[src/rtl/rgb_pwm_encoder.sv]
// ---------------------------------------------------------------------------
// rgb_pwm_encoder
// Three-channel PWM encoder for the RGB LED pins. Duty words are double
// buffered: a load lands in a pending bank and is copied into the active
// bank only on the edge that enters cnt == 0, so every PWM period is
// generated from one consistent set of duty values.
//
// State table:
//   state  | meaning
//   S_IDLE | counter held at 0, pins at idle level, waiting for enable
//   S_RUN  | generating PWM, period_start pulses at cnt == 0
//   S_STOP | enable dropped; finishing the current period, then IDLE
//
// Ports:
//   clk_div          PWM tick clock
//   rst              asynchronous active-high reset
//   i_enable         level, 1 = run, 0 = stop at end of current period
//   i_load           1-cycle strobe, capture i_*_duty
//   i_r/g/b_duty     duty words (high cycles per period)
//   o_pwm_r/g/b      PWM pins (complemented when INVERT = 1)
//   o_period_start   high for the cnt == 0 cycle while in S_RUN
//   o_pending        pending bank holds a load not yet applied
// ---------------------------------------------------------------------------
module rgb_pwm_encoder #(
    parameter int WIDTH  = 8,
    parameter bit INVERT = 1'b0
) (
    input  logic             clk_div,
    input  logic             rst,
    input  logic             i_enable,
    input  logic             i_load,
    input  logic [WIDTH-1:0] i_r_duty,
    input  logic [WIDTH-1:0] i_g_duty,
    input  logic [WIDTH-1:0] i_b_duty,
    output logic             o_pwm_r,
    output logic             o_pwm_g,
    output logic             o_pwm_b,
    output logic             o_period_start,
    output logic             o_pending
);

    // Period is 2**WIDTH-1 cycles, so the last count is 2**WIDTH-2.
    localparam logic [WIDTH-1:0] CNT_LAST = {{(WIDTH-1){1'b1}}, 1'b0};

    typedef enum logic [1:0] {
        S_IDLE = 2'd0,
        S_RUN  = 2'd1,
        S_STOP = 2'd2
    } state_t;

    state_t           r_state;
    state_t           w_next_state;
    logic [WIDTH-1:0] r_cnt;
    logic [WIDTH-1:0] w_next_cnt;
    logic             w_wrap;
    logic             w_update;
    logic             w_start;

    logic [WIDTH-1:0] r_act_r, r_act_g, r_act_b;
    logic [WIDTH-1:0] r_pend_r, r_pend_g, r_pend_b;
    logic             r_pending;
    logic             r_period_start;

    assign w_wrap = (r_cnt == CNT_LAST);

    always_comb begin
        w_next_state = r_state;
        w_next_cnt   = r_cnt;
        w_update     = 1'b0;
        case (r_state)
            S_IDLE: begin
                w_next_cnt = '0;
                if (i_enable) begin
                    w_next_state = S_RUN;
                    w_update     = 1'b1;
                end
            end
            S_RUN: begin
                w_next_cnt = w_wrap ? '0 : r_cnt + 1'b1;
                w_update   = w_wrap;
                if (!i_enable) begin
                    w_next_state = S_STOP;
                end
            end
            S_STOP: begin
                w_next_cnt = w_wrap ? '0 : r_cnt + 1'b1;
                if (i_enable) begin
                    w_next_state = S_RUN;
                    w_update     = w_wrap;
                end else if (w_wrap) begin
                    // Final period complete; no bank update on the way to IDLE,
                    // so a late load stays pending until the next start.
                    w_next_state = S_IDLE;
                end
            end
            default: begin
                w_next_state = S_IDLE;
                w_next_cnt   = '0;
            end
        endcase
    end

    // Registered period_start: predict the cnt == 0 cycle of RUN one edge early.
    assign w_start = (w_next_state == S_RUN) && (w_next_cnt == '0);

    always_ff @(posedge clk_div or posedge rst) begin
        if (rst) begin
            r_state        <= S_IDLE;
            r_cnt          <= '0;
            r_period_start <= 1'b0;
        end else begin
            r_state        <= w_next_state;
            r_cnt          <= w_next_cnt;
            r_period_start <= w_start;
        end
    end

    always_ff @(posedge clk_div or posedge rst) begin
        if (rst) begin
            r_act_r   <= '0;
            r_act_g   <= '0;
            r_act_b   <= '0;
            r_pend_r  <= '0;
            r_pend_g  <= '0;
            r_pend_b  <= '0;
            r_pending <= 1'b0;
        end else if (w_update) begin
            // A load on the boundary edge bypasses the pending bank.
            if (i_load) begin
                r_act_r <= i_r_duty;
                r_act_g <= i_g_duty;
                r_act_b <= i_b_duty;
            end else if (r_pending) begin
                r_act_r <= r_pend_r;
                r_act_g <= r_pend_g;
                r_act_b <= r_pend_b;
            end
            r_pending <= 1'b0;
        end else if (i_load) begin
            r_pend_r  <= i_r_duty;
            r_pend_g  <= i_g_duty;
            r_pend_b  <= i_b_duty;
            r_pending <= 1'b1;
        end
    end

    assign o_pwm_r        = ((r_state != S_IDLE) && (r_cnt < r_act_r)) ^ INVERT;
    assign o_pwm_g        = ((r_state != S_IDLE) && (r_cnt < r_act_g)) ^ INVERT;
    assign o_pwm_b        = ((r_state != S_IDLE) && (r_cnt < r_act_b)) ^ INVERT;
    assign o_period_start = r_period_start;
    assign o_pending      = r_pending;

endmodule
[config.mk]
export PLATFORM = sky130hd
export DESIGN_NAME = rgb_pwm_encoder
export DESIGN_NICKNAME = d
export VERILOG_FILES = /design/src/rtl/rgb_pwm_encoder.sv
export SDC_FILE = /design/constraint.sdc
export NUM_CORES = 1
export LEC_CHECK = 0
export ABC_AREA = 1
export BUFFER_PORTS_ARGS = -buffer_cell sky130_fd_sc_hd__buf_4
export CORE_ASPECT_RATIO = 0.5
export CORE_MARGIN = 4
export CORE_UTILIZATION = 50
export DETAILED_ROUTE_END_ITERATION = 10
export GPL_TIMING_DRIVEN = 0
export PLACE_DENSITY = 0.72
export SLEW_MARGIN = 10
export SYNTH_ARGS = -nofsm -noshare
export SYNTH_HDL_FRONTEND = slang
export SYNTH_SLANG_ARGS = --single-unit
[constraint.sdc]
create_clock -name clk_div -period 1.7 [get_ports clk_div]
set_input_delay 0.085 -clock clk_div [delete_from_list [all_inputs] [get_ports clk_div]]
set_output_delay 0.085 -clock clk_div [all_outputs]
set_load 0.005 [all_outputs]
# Word-level counts from Yosys, hierarchy flattened
# Cells that the tools add are included.
# totals
register_bits	60
latch_bits	0
ram_bits	0
mem_bits_ro	0
output_inout_bits	5
memories	0
# classes
addsub	1
n_mul	0
div_mod_pow	0
n_lt_le_gt_ge	3
n_eq_ne	4
n_shift	0
mux	18
bitwise_logic	1
reduce_logical	12
# ops
operator	count
two-way mux 8 bit	8
less-than comparator 8 bit	3
adder 8 x 1 -> 8 bit, second input constant	1
equality test 8 bit, second input constant	1
logical NOT 8 bit	1
two-way mux 2 bit	4
one-hot mux 2 bit (3 select lines)	1
nonzero test 2 bit	3
equality test 2 x 1 -> 1 bit, second input constant	2
logical AND 1 bit	4
two-way mux 1 bit	4
AND reduction 2 bit	2
one-hot mux 1 bit (3 select lines)	1
equality test 2 bit, second input constant	1
logical NOT 2 bit	1
OR reduction 2 bit	1
NOT 1 bit	1

# Depth between registers and ports, before layout
# Gate-level depths: netlist of run 1.
# logic_depth
word_depth	6
ltp_mapped	13

# Worst setup path after synthesis of run 1
# OpenSTA, ideal clock, no wires.
# synth_timing
path_kind	reg2reg
startpoint	register r_cnt[0]
endpoint	register r_act_b[0]
setup_ps	130
t_arrival_ps	1679
required_ps	1570
path_slack_ps	-109
stages_incl_launch_ff	14
n_path_buf	2
cell_sequence	dfrtp_1 > inv_1 > ha_1 > nand2_1 > nor2_1 > nand2_4 > o21ai_2 > inv_2 > nor2_2 > nand2_2 > buf_6 > buf_6 > nand2_1 > o21ai_1
# synth_between
elab_chain_len	4
# synth_rtl
item	line	text
from (decl)	53	logic [WIDTH-1:0] r_cnt;
from (signal assigned)	113	r_cnt <= w_next_cnt;
equality test 8 bit (*)	64	assign w_wrap = (r_cnt == CNT_LAST);
two-way mux 1 bit	87	if (i_enable) begin
one-hot mux 1 bit (3 select lines) (*)	70	case (r_state)
AND reduction 2 bit (no source line) (*)	n/a	
to (signal assigned)	132	r_act_b <= i_b_duty;
to (signal assigned)	136	r_act_b <= r_pend_b;
to (decl)	59	logic [WIDTH-1:0] r_act_r, r_act_g, r_act_b;
# Every way passes the cells marked *; elsewhere a longest branch is shown, timed or not.
# A chain may end at the register's enable or synchronous reset.

# Worst setup path after layout of run 1
# layout_timing
startpoint	register r_cnt[5]
endpoint	output port o_pwm_g
# layout_between
elab_chain_len	2
# layout_rtl
item	line	text
less-than comparator 8 bit	148	assign o_pwm_g = ((r_state != S_IDLE) && (r_cnt < r_act_g)) ^ INVERT;
logical AND 1 bit	148	
to (decl)	36	output logic o_pwm_g,
# Every way passes these cells.

==> results of run 1 <==
## cells in the final DEF (no fill, tap or decap), types with 12 or more instances in the layout
cell and count:
nor2_1 17, ha_1 15, inv_1 60, buf_4 50
o21ai_1 20, nand2_1 69, nand2_4 16, dfrtp_1 53
nand2_2 25, o21a_1 24, buf_6 12, o21ai_2 27
## registers in the layout (all words and copies together) (netlist names)
signal	flops
r_act_b	8
r_act_g	8
r_act_r	8
r_cnt	8
r_pend_b	8
r_pend_g	8
r_pend_r	8
r_state	2
o_pending	1
o_period_start	1
## per-layer routing
layer | GRT usage (%) | part of all wire, %
met2 | 35.75 | 45
met3 | 8.145 | 5.9
met1 | 30.06 | 47
met5 | 0 | 0
met4 | 7.787 | 1.8
## area by class of cell
type	count	area, sq um
inverters	65	246.5
well taps	88	110.1
fillers	404	1500
flip-flops and latches	60	1510
clock inverters	6	63.81
repair buffers	62	526.8
clock buffers	10	239.0
multi-input cells	272	1984
plain buffers	14	125.1
## synthesized netlist by cell type
| cell type | instances |
|---|---|
| nor3_1 | 1 |
| xnor2_1 | 1 |
| a21oi_1 | 14 |
| a31oi_1 | 1 |
| a211oi_1 | 3 |
| nand2_1 | 106 |
| dfrtp_1 | 60 |
| nor2_2 | 1 |
| xor2_1 | 2 |
| inv_1 | 64 |
| nand2_2 | 3 |
| o21ai_1 | 22 |
| nand4_1 | 4 |
| o21ai_0 | 27 |
| o21a_1 | 24 |
| nand2_4 | 1 |
| nand3_1 | 8 |
| o21ai_2 | 6 |
| buf_2 | 2 |
| inv_2 | 1 |
| nor2_4 | 1 |
| nor2_1 | 19 |
| clkbuf_1 | 7 |
| nand3b_1 | 1 |
| buf_6 | 6 |
| ha_1 | 27 |
## per-stage QoR
step / power (mW) / instances / util [%] / area (sq um) / hold WS [ps]
finish: 7.699 / 577 / 76.21 / 4806 / 19.88
CTS: 6.925 / 574 / 70.36 / 4437 / 8.247
floorplan: 3.870 / 412 / - / 3387 / 238.1
global placement: 4.488 / 532 / 59.27 / 3737 / 347.6
global route: 8.208 / 577 / 76.21 / 4806 / 38.56
detailed placement: 4.564 / 532 / 59.31 / 3740 / 268.0
## cell families (layout without fill, tap and decap cells)
group	after synthesis	after routing	share of synthesized area, %
buffers and inverters	80	157	10.28
AO/OA/AOI/OAI	97	97	17.04
AND/OR/NAND/NOR	145	145	17.56
adder cells (fa/ha/maj)	27	27	9.981
flip-flops	60	60	44.36
XOR/XNOR	3	3	0.7765
## what timing repair did
action,4_1_cts,5_1_grt
cloned,6,1
resized for setup,63,93
pin swaps,9,10
hold buffers,1,0
buffers inserted,19,4
setup endpoints to repair,52,52
endpoints found under the hold margin,60,0
## power by group
part           internal [mW]  switching, mW
sequential              1.95          0.447
combinational           1.63           1.84
clock                   1.17          0.657
total                   4.75           2.95
## path summary, 6_finish.rpt
path | from | to | cells after the start
max in group asynchronous | rst | r_cnt[2] | 3
hold reg to reg | r_act_r[5] | r_act_r[5] | 2
setup / recovery | r_cnt[5] | o_pwm_g | 7
hold / removal | i_r_duty[6] | r_pend_r[6] | 3
setup reg to reg | r_cnt[1] | r_pend_g[2] | 11
min in group asynchronous | rst | r_pend_r[5] | 3
## worst max-delay path, cell delays in order, from the launching register on
cell and delay [ps]:
dfrtp_2 480, ha_4 270, a21oi_1 190, nor2_1 70
a211oi_1 190, nand2_1 90, nor2_1 140, buf_4 130
==> metrics, run 1 <==
chip width 124.4 um; Avg Cell Area, Syn 8.215 sq um; pin count of the biggest net entering global routing 61; Setup Skew 4.522 ps; Tmin final 1974 ps; Post-Route WL 9026 um; Clk Latency, worst-skew pair 330 ps; Vias 2,986; Total GRT Usage 22.96%; RSZ-0062 raised after global routing true; Initial DRC Count 189; GPL Wtd Cong 0.8067; Post-route DRC 0; Hold WC Path Type input pin to flop; synth top area cells dfrtp_1, nand2_1, ha_1, inv_1, o21a_1; Remaining Overflow, GRT 0; Max Cap Viol 0; vias in the first global route 3,006; Crit Path Category flop to output port; WL/cell 15.64 um; outcome complete, but fails checks; Req. time, crit path 1620 ps; CP Max Fanout 4; Inserted Diodes 0; Final Hold Fails 0; Root Driver clkbuf_16; vias per cell 5.175; Die Area 0.008229 sq mm; DR pass1 iterations 4; Setup crit start kind flop; Leak Pwr 2.388 nW; TNS Setup -6074 ps; Reg2Reg Setup Slack -190 ps; Worst Path Arrival 1890 ps; Clock Pin Slew Worst Setup and Hold Paths 50 ps; clock sink total 60; Final period util 116.1%; post-placement setup slack -462.1 ps; Worst-Margin Slew 750.4 ps; CTS buffer count 9; share of cells above drive strength 1 38.85%; Netlist cell types 26; Syn Inst Count 412; Net count, final 539; Pwr Density 1602 mW/mm^2; first-pass GRT wire length 14,580 um; CTS Buffer Depth 2; Top Ports 33; Initial Util 53.67%; Synth area leader dfrtp_1; Synth top area share 44.36%; failing checks negative setup slack; Worst Slack Setup Final -274.3 ps; Final Max Tran Viols 0; CTS tree yes; number of synthesized register bits 60; Die Ht 66.18 um; maximum VDD drop 0.0007032 V; crit end category output port; Routed Antenna Nets 0; Seq/Total Area, Yosys 44.36%; cell row count 20; slew margin rel. 49.97%; total number of yosys warnings 0; Max Freq 0.5065 GHz; syn nets 467; CORE AREA 0.006306 sq mm; DP HPWL 5398 um; synthesized cell area 0.003384 sq mm; Final setup viols 50; Layout area overhead 42.00%; PortBufs 32; initial antenna violation count 0; H-tree levels 3
Power figures use the tool's default switching activity.
==> run 2: changes to the inputs <==
CORE_UTILIZATION = 40   (was 50)
PLACE_DENSITY = default   (was 0.72)
==> run 2 against run 1 <==
The run still ends with negative setup slack left. Register-to-register slack got worse by 20 ps. Sequential share of layout area down 0.18 points. Clock-buffer cell count is 1 higher. Critical path depth up 6. Worst hold slack improved by 4.0 ps. Maximum frequency grew 3.3%. Non-clock buffer count grew 4. Routed wire length fell by 1.9%. Global-route usage is 5.3 points lower. Power up 0.86%. Critical path type is now flop to flop.
==> metrics, run 2 (same netlist as run 1, synthesis figures left out) <==
Setup Skew 4.274 ps; initial antenna violation count 0; CTS Buffer Depth 2; Die Ht 73.05 um; chip width 138.1 um; sw power 2.784 mW; area occupied by multi-input gates 0.001866 sq mm; Post-Route WL 8850 um; vias per cell 4.838; GPL Wtd Cong 0.8088; clock sink total 60; WL/cell 14.65 um; Max Freq 0.5231 GHz; Top Ports 33; Leak Pwr 2.443 nW; Pint 4.981 mW; Root Driver clkbuf_16; Max Cap Viol 0; Inserted Diodes 0; fillers 719; Net count, final 543; Final Hold Fails 0; Hold WC Path Type input pin to flop; Die Area 0.01009 sq mm; clock power share 25.4%; Final Max Tran Viols 0; Worst path slowest cell dfrtp_1; PortBufs 32; pin count of the biggest net entering global routing 61; Worst Slack Setup Final -211.8 ps; Flop pwr share 30.0%; CP Max Fanout 6; Final setup viols 52; Initial Util 41.71%; H-tree levels 3; Max stage delay on crit path 390 ps; Worst Path Arrival 2160 ps; Final period util 112.5%; Pwr Density 1608 mW/mm^2; Most common cell on crit path buf_6; Req. time, crit path 1950 ps; Clock Pin Slew Worst Setup and Hold Paths 50 ps; DR pass1 iterations 4; RSZ-0062 raised after global routing true; worst path bufs/invs 5; CTS tree yes; Sw Share 35.86%; Final Util 59.51%; Tmin final 1912 ps; maximum VDD drop 0.0007415 V; Clk Latency, worst-skew pair 330 ps; Combinational Power Share 44.6%; slew margin rel. 48.79%; most common cell after layout, fill and taps aside nand2_1; vias in the first global route 2,786; Post-route DRC 0; Worst-Margin Slew 768.2 ps; DP HPWL 5611 um; sequential cell area 0.001509 sq mm; CORE AREA 0.008115 sq mm; critical path, cell by cell inv_2, ha_4, nand2_4, nor2_4, nand2_4, o21ai_4, inv_4, o21ai_4, buf_6, buf_6, buf_6, nand2_2, o21ai_1; outcome complete, but fails checks; Remaining Overflow, GRT 0; Power Total 7.765 mW; Routed Antenna Nets 0; Vias 2,922; Total GRT Usage 17.71%; crit end category flop; CTS buffer count 9; first-pass GRT wire length 13,860 um; Crit Path Category flop to flop; Initial DRC Count 141; Top Family by Delay on Critical Path buffers and inverters; commonest cells after routing, fill and taps aside nand2_1, inv_1, dfrtp_1; failing checks negative setup slack; Setup crit start kind flop; Layout area overhead 42.70%; cell row count 23; share of cells above drive strength 1 35.98%
==> run 2: routing by layer <==
layer  wire [um]  global-route usage, %  share of wire [%]  vias up
li1            -                      -                  -     1468
met1        4251                  24.66                 48     1374
met2        4070                  26.78                 46       67
met3         393                  5.105                4.4       13
met4         134                  5.805                1.5        0
met5           0                      0                  0        -
==> run 2: cell type report <==
class                      count  area share [%]
buffer                        14           2.565
clock buffer                  11           5.233
clock inverter                 4           1.503
inverter                      65           5.155
multi-input combinational    272           38.63
sequential                    60           31.24
tap                          112           2.902
timing repair buffer          66           12.77
==> run 2: path summary, 6_finish.rpt <==
kind,to,cells past startpoint,slack [ps],startpoint
max,r_pend_r[6],13,-210,r_cnt[0]
min,r_pend_b[6],3,20,i_b_duty[6]
max reg2reg,r_pend_r[6],13,-210,r_cnt[0]
min reg2reg,r_act_b[7],2,480,r_act_b[7]
max in group asynchronous,r_cnt[6],3,690,rst
min in group asynchronous,r_cnt[0],3,470,rst
==> run 2: metrics by stage <==
step	setup slack (ps)	hold slack (ps)	std cells	instance area (sq um)	TNS, ps
floorplan	-17.92	238.1	412	3387	-147.8
global placement	-747.6	361.0	556	3767	-59280
detailed placement	-435.8	282.6	556	3770	-15620
CTS	-146.0	17.33	592	4413	-2863
global route	-279.9	22.88	604	4830	-12160
finish	-211.8	23.91	604	4830	-8568
==> run 2: timing repair <==
| item | 4_1_cts | 5_1_grt |
|---|---|---|
| pin swaps | 7 | 12 |
| resized for setup | 35 | 98 |
| hold buffers | 1 | 0 |
| hold endpoints to repair | 60 | 0 |
| gates cloned | 2 | 3 |
| setup buffers | 18 | 11 |
| setup endpoints to repair | 52 | 52 |
==> run 2: power groups by stage <==
| stage | registers [mW] | clock network [mW] | logic [mW] |
|---|---|---|---|
| after global placement | 2.27 | 0 | 2.27 |
| final | 2.33 | 1.97 | 3.46 |
| after detailed placement | 2.28 | 0 | 2.31 |
| after CTS | 2.24 | 2.01 | 2.69 |
| after global routing | 2.39 | 2.08 | 3.83 |
| after floorplan | 2.20 | 0 | 1.67 |
==> run 2: worst min-delay path, cell delays in order <==
cell,delay [ps]
buf_4,70
inv_1,50
o21ai_2,110
==> run 3: changes to the inputs <==
ABC_AREA = default   (was 1)
==> run 3 against run 2 <==
The run still ends with negative setup slack left. Synthesized cell count down 25%. Clock skew up 2.1 ps. Synthesized area down 3.0%. Power down 5.9%. Via count down 9.2%. Global-route usage down 0.39 points. Largest power group unchanged.
==> metrics, run 3 <==
outcome complete, but fails checks; failing checks negative setup slack; Worst-Margin Slew 729.4 ps; Post-synth top cells dfrtp_1, nor2_1, a21oi_1, inv_1, ha_1; met2 Use GR 28.66%; r2r startpoint r_cnt[0]; maximum VDD drop 0.0006019 V; Max stage delay on crit path 450 ps; Top Ports 33; grt met3 use 6.025%; H-tree levels 3; Setup Skew 6.325 ps; Initial DRC Count 155; hold path depth 3; Post-synth EDFFs 0; final cell count without fillers 524; placed instance count 455; WL/cell 15.67 um; Die Area 0.009813 sq mm; count leader, synth dfrtp_1; predominant post-synthesis flop cell dfrtp_1; DP HPWL 5072 um; Max Cap Viol 0; slew margin rel. 51.37%; critical path, cell by cell ha_4, a21o_1, a21o_1, a211oi_2, or3_4, buf_6; Post-route DRC 0; Worst Path Arrival 1910 ps; Avg Cell Area, Syn 10.56 sq um; share of cells above drive strength 1 36.17%; R2R depth 9; Worst Slack Setup Final -291.1 ps; Inserted Diodes 0; synth top area cells dfrtp_1, ha_1, mux2_2, mux2i_1, a21oi_1; pin count of the biggest net entering global routing 39; syn nets 366; Leak Pwr 2.358 nW; worst r2r dst r_pend_r[3]; number of synthesized register bits 60; GPL Wtd Cong 0.7778; first-pass GRT wire length 13,050 um; cell row count 23; Syn Inst Count 311; PortBufs 31; Synth top area share 45.71%; Clock Pin Slew Worst Setup and Hold Paths 50 ps; Setup crit start r_cnt[1]; Net count, final 464; CORE AREA 0.008000 sq mm; Post-Route WL 8211 um; clock sink total 60; total number of yosys warnings 0; CTS buffer count 9; Seq/Total Area, Yosys 45.71%; chip width 136.2 um; Crit Path Category flop to output port; DR pass1 iterations 4; hold_sp i_enable; Root Driver clkbuf_16; fraction of registers with async set/reset 100.0%; Hold Path Sink r_state[0]; Most common cell on crit path a21o_1; Req. time, crit path 1620 ps; Total GRT Usage 17.31%; Layout area overhead 47.50%; Die Ht 72.08 um; Reg2Reg Setup Slack -280 ps; Routed Antenna Nets 0; initial antenna violation count 0; Vias 2,654; Final Max Tran Viols 0; Final setup viols 52; Initial Util 41.05%; Final Hold Fails 0; CTS tree yes; vias in the first global route 2,746; Worst path slowest cell dfrtp_2; CP Max Fanout 4; CTS Buffer Depth 2; Final period util 117.1%; M1 GR Usage 21.64%; Netlist cell types 38; synthesized cell area 0.003284 sq mm; Hold WC Path Type input pin to flop; crit end category output port; Clk Latency, worst-skew pair 330 ps; commonest cells after routing, fill and taps aside dfrtp_1, buf_4, nor2_1; Final Util 60.56%; Remaining Overflow, GRT 0; Max Freq 0.5022 GHz; RSZ-0062 raised after global routing true; Pwr Density 1508 mW/mm^2; busiest grt layer met2; most common cell after layout, fill and taps aside dfrtp_1; Synth area leader dfrtp_1; Tmin final 1991 ps; Setup crit start kind flop; vias per cell 5.065
==> run 3: changes by cell type in the layout (fill, tap and decap cells not counted), sizes merged, moves of 23 or more <==
| cell | delta |
|---|---|
| o21ai | -48 |
| dlygate4sd3 | +24 |
| nand2 | -102 |
| mux2 | +25 |
| inv | -38 |
| o21a | -23 |
| mux2i | +24 |
==> run 3: critical path, delay by kind of cell, from the launching register on <==
kind | cells | cell delay, ps
flip-flops | 1 | 450
AND/OR/NAND/NOR | 1 | 380
AO/OA/AOI/OAI | 3 | 350
adder cells (fa/ha/maj) | 1 | 280
buffers and inverters | 1 | 120
==> run 3: cell type report <==
cell class / count / area [sq um]
buffer: 12 / 125.1
clock buffer: 12 / 266.5
clock inverter: 2 / 10.01
fill: 664 / 3156
inverter: 28 / 117.6
multi-input combinational: 211 / 1883
sequential: 60 / 1509
tap: 112 / 140.1
timing repair buffer: 87 / 793.3
==> run 3: layer usage <==
layer  up-vias  part of all wire (%)
met3        19                   5.5
met4         0                   1.9
met5         -                     0
met2        66                    47
li1       1280                     -
met1      1289                    46
==> run 3: stage by stage <==
stage	power [mW]	setup WS (ps)	TNS, ps	hold WS [ps]	area (sq um)
floorplan	3.878	-193.2	-4057	216.7	3319
global placement	4.436	-598.4	-52270	312.6	3692
detailed placement	4.537	-487.3	-17690	155.9	3712
CTS	6.833	-283.4	-10470	80.33	4586
global route	7.835	-354.7	-16110	161.5	4845
finish	7.304	-291.1	-11920	97.47	4845
==> run 3: kinds of logic after synthesis <==
group / count (synthesis) / synth area share [%]
AOI/OAI and AO/OA: 62 / 12.00
DFF: 60 / 45.71
adders and majority gates: 27 / 10.29
muxes: 49 / 15.89
buffers and inverters: 40 / 5.524
xor gates and xnor gates: 5 / 1.333
and+or+nand+nor: 68 / 9.258
==> run 3: how the worst max path moves through the flow <==
stage | end | slack [ps] | cells past startpoint
6_report | o_pwm_r | -290 | 6
5_1_grt | r_pend_r[3] | -350 | 9
4_1_cts | o_pwm_r | -280 | 6
3_5_place_dp | r_pend_b[6] | -490 | 6
3_3_place_gp | o_period_start | -600 | 2
2_1_floorplan | r_pend_b[5] | -190 | 8
==> run 3: power by group <==
group,switching (mW),internal [mW]
Combinational,1.55,1.79
Sequential,0.325,1.97
Clock,0.596,1.08
Total,2.47,4.83
==> run 3: repair_timing <==
action                                  4_1_cts  5_1_grt
endpoints found under the setup margin       52       52
hold endpoints to repair                     46        0
cloned                                        2        2
gates resized for setup                      48       39
setup buffers                                18       10
hold buffers                                 25        0
pin swaps                                    13       19
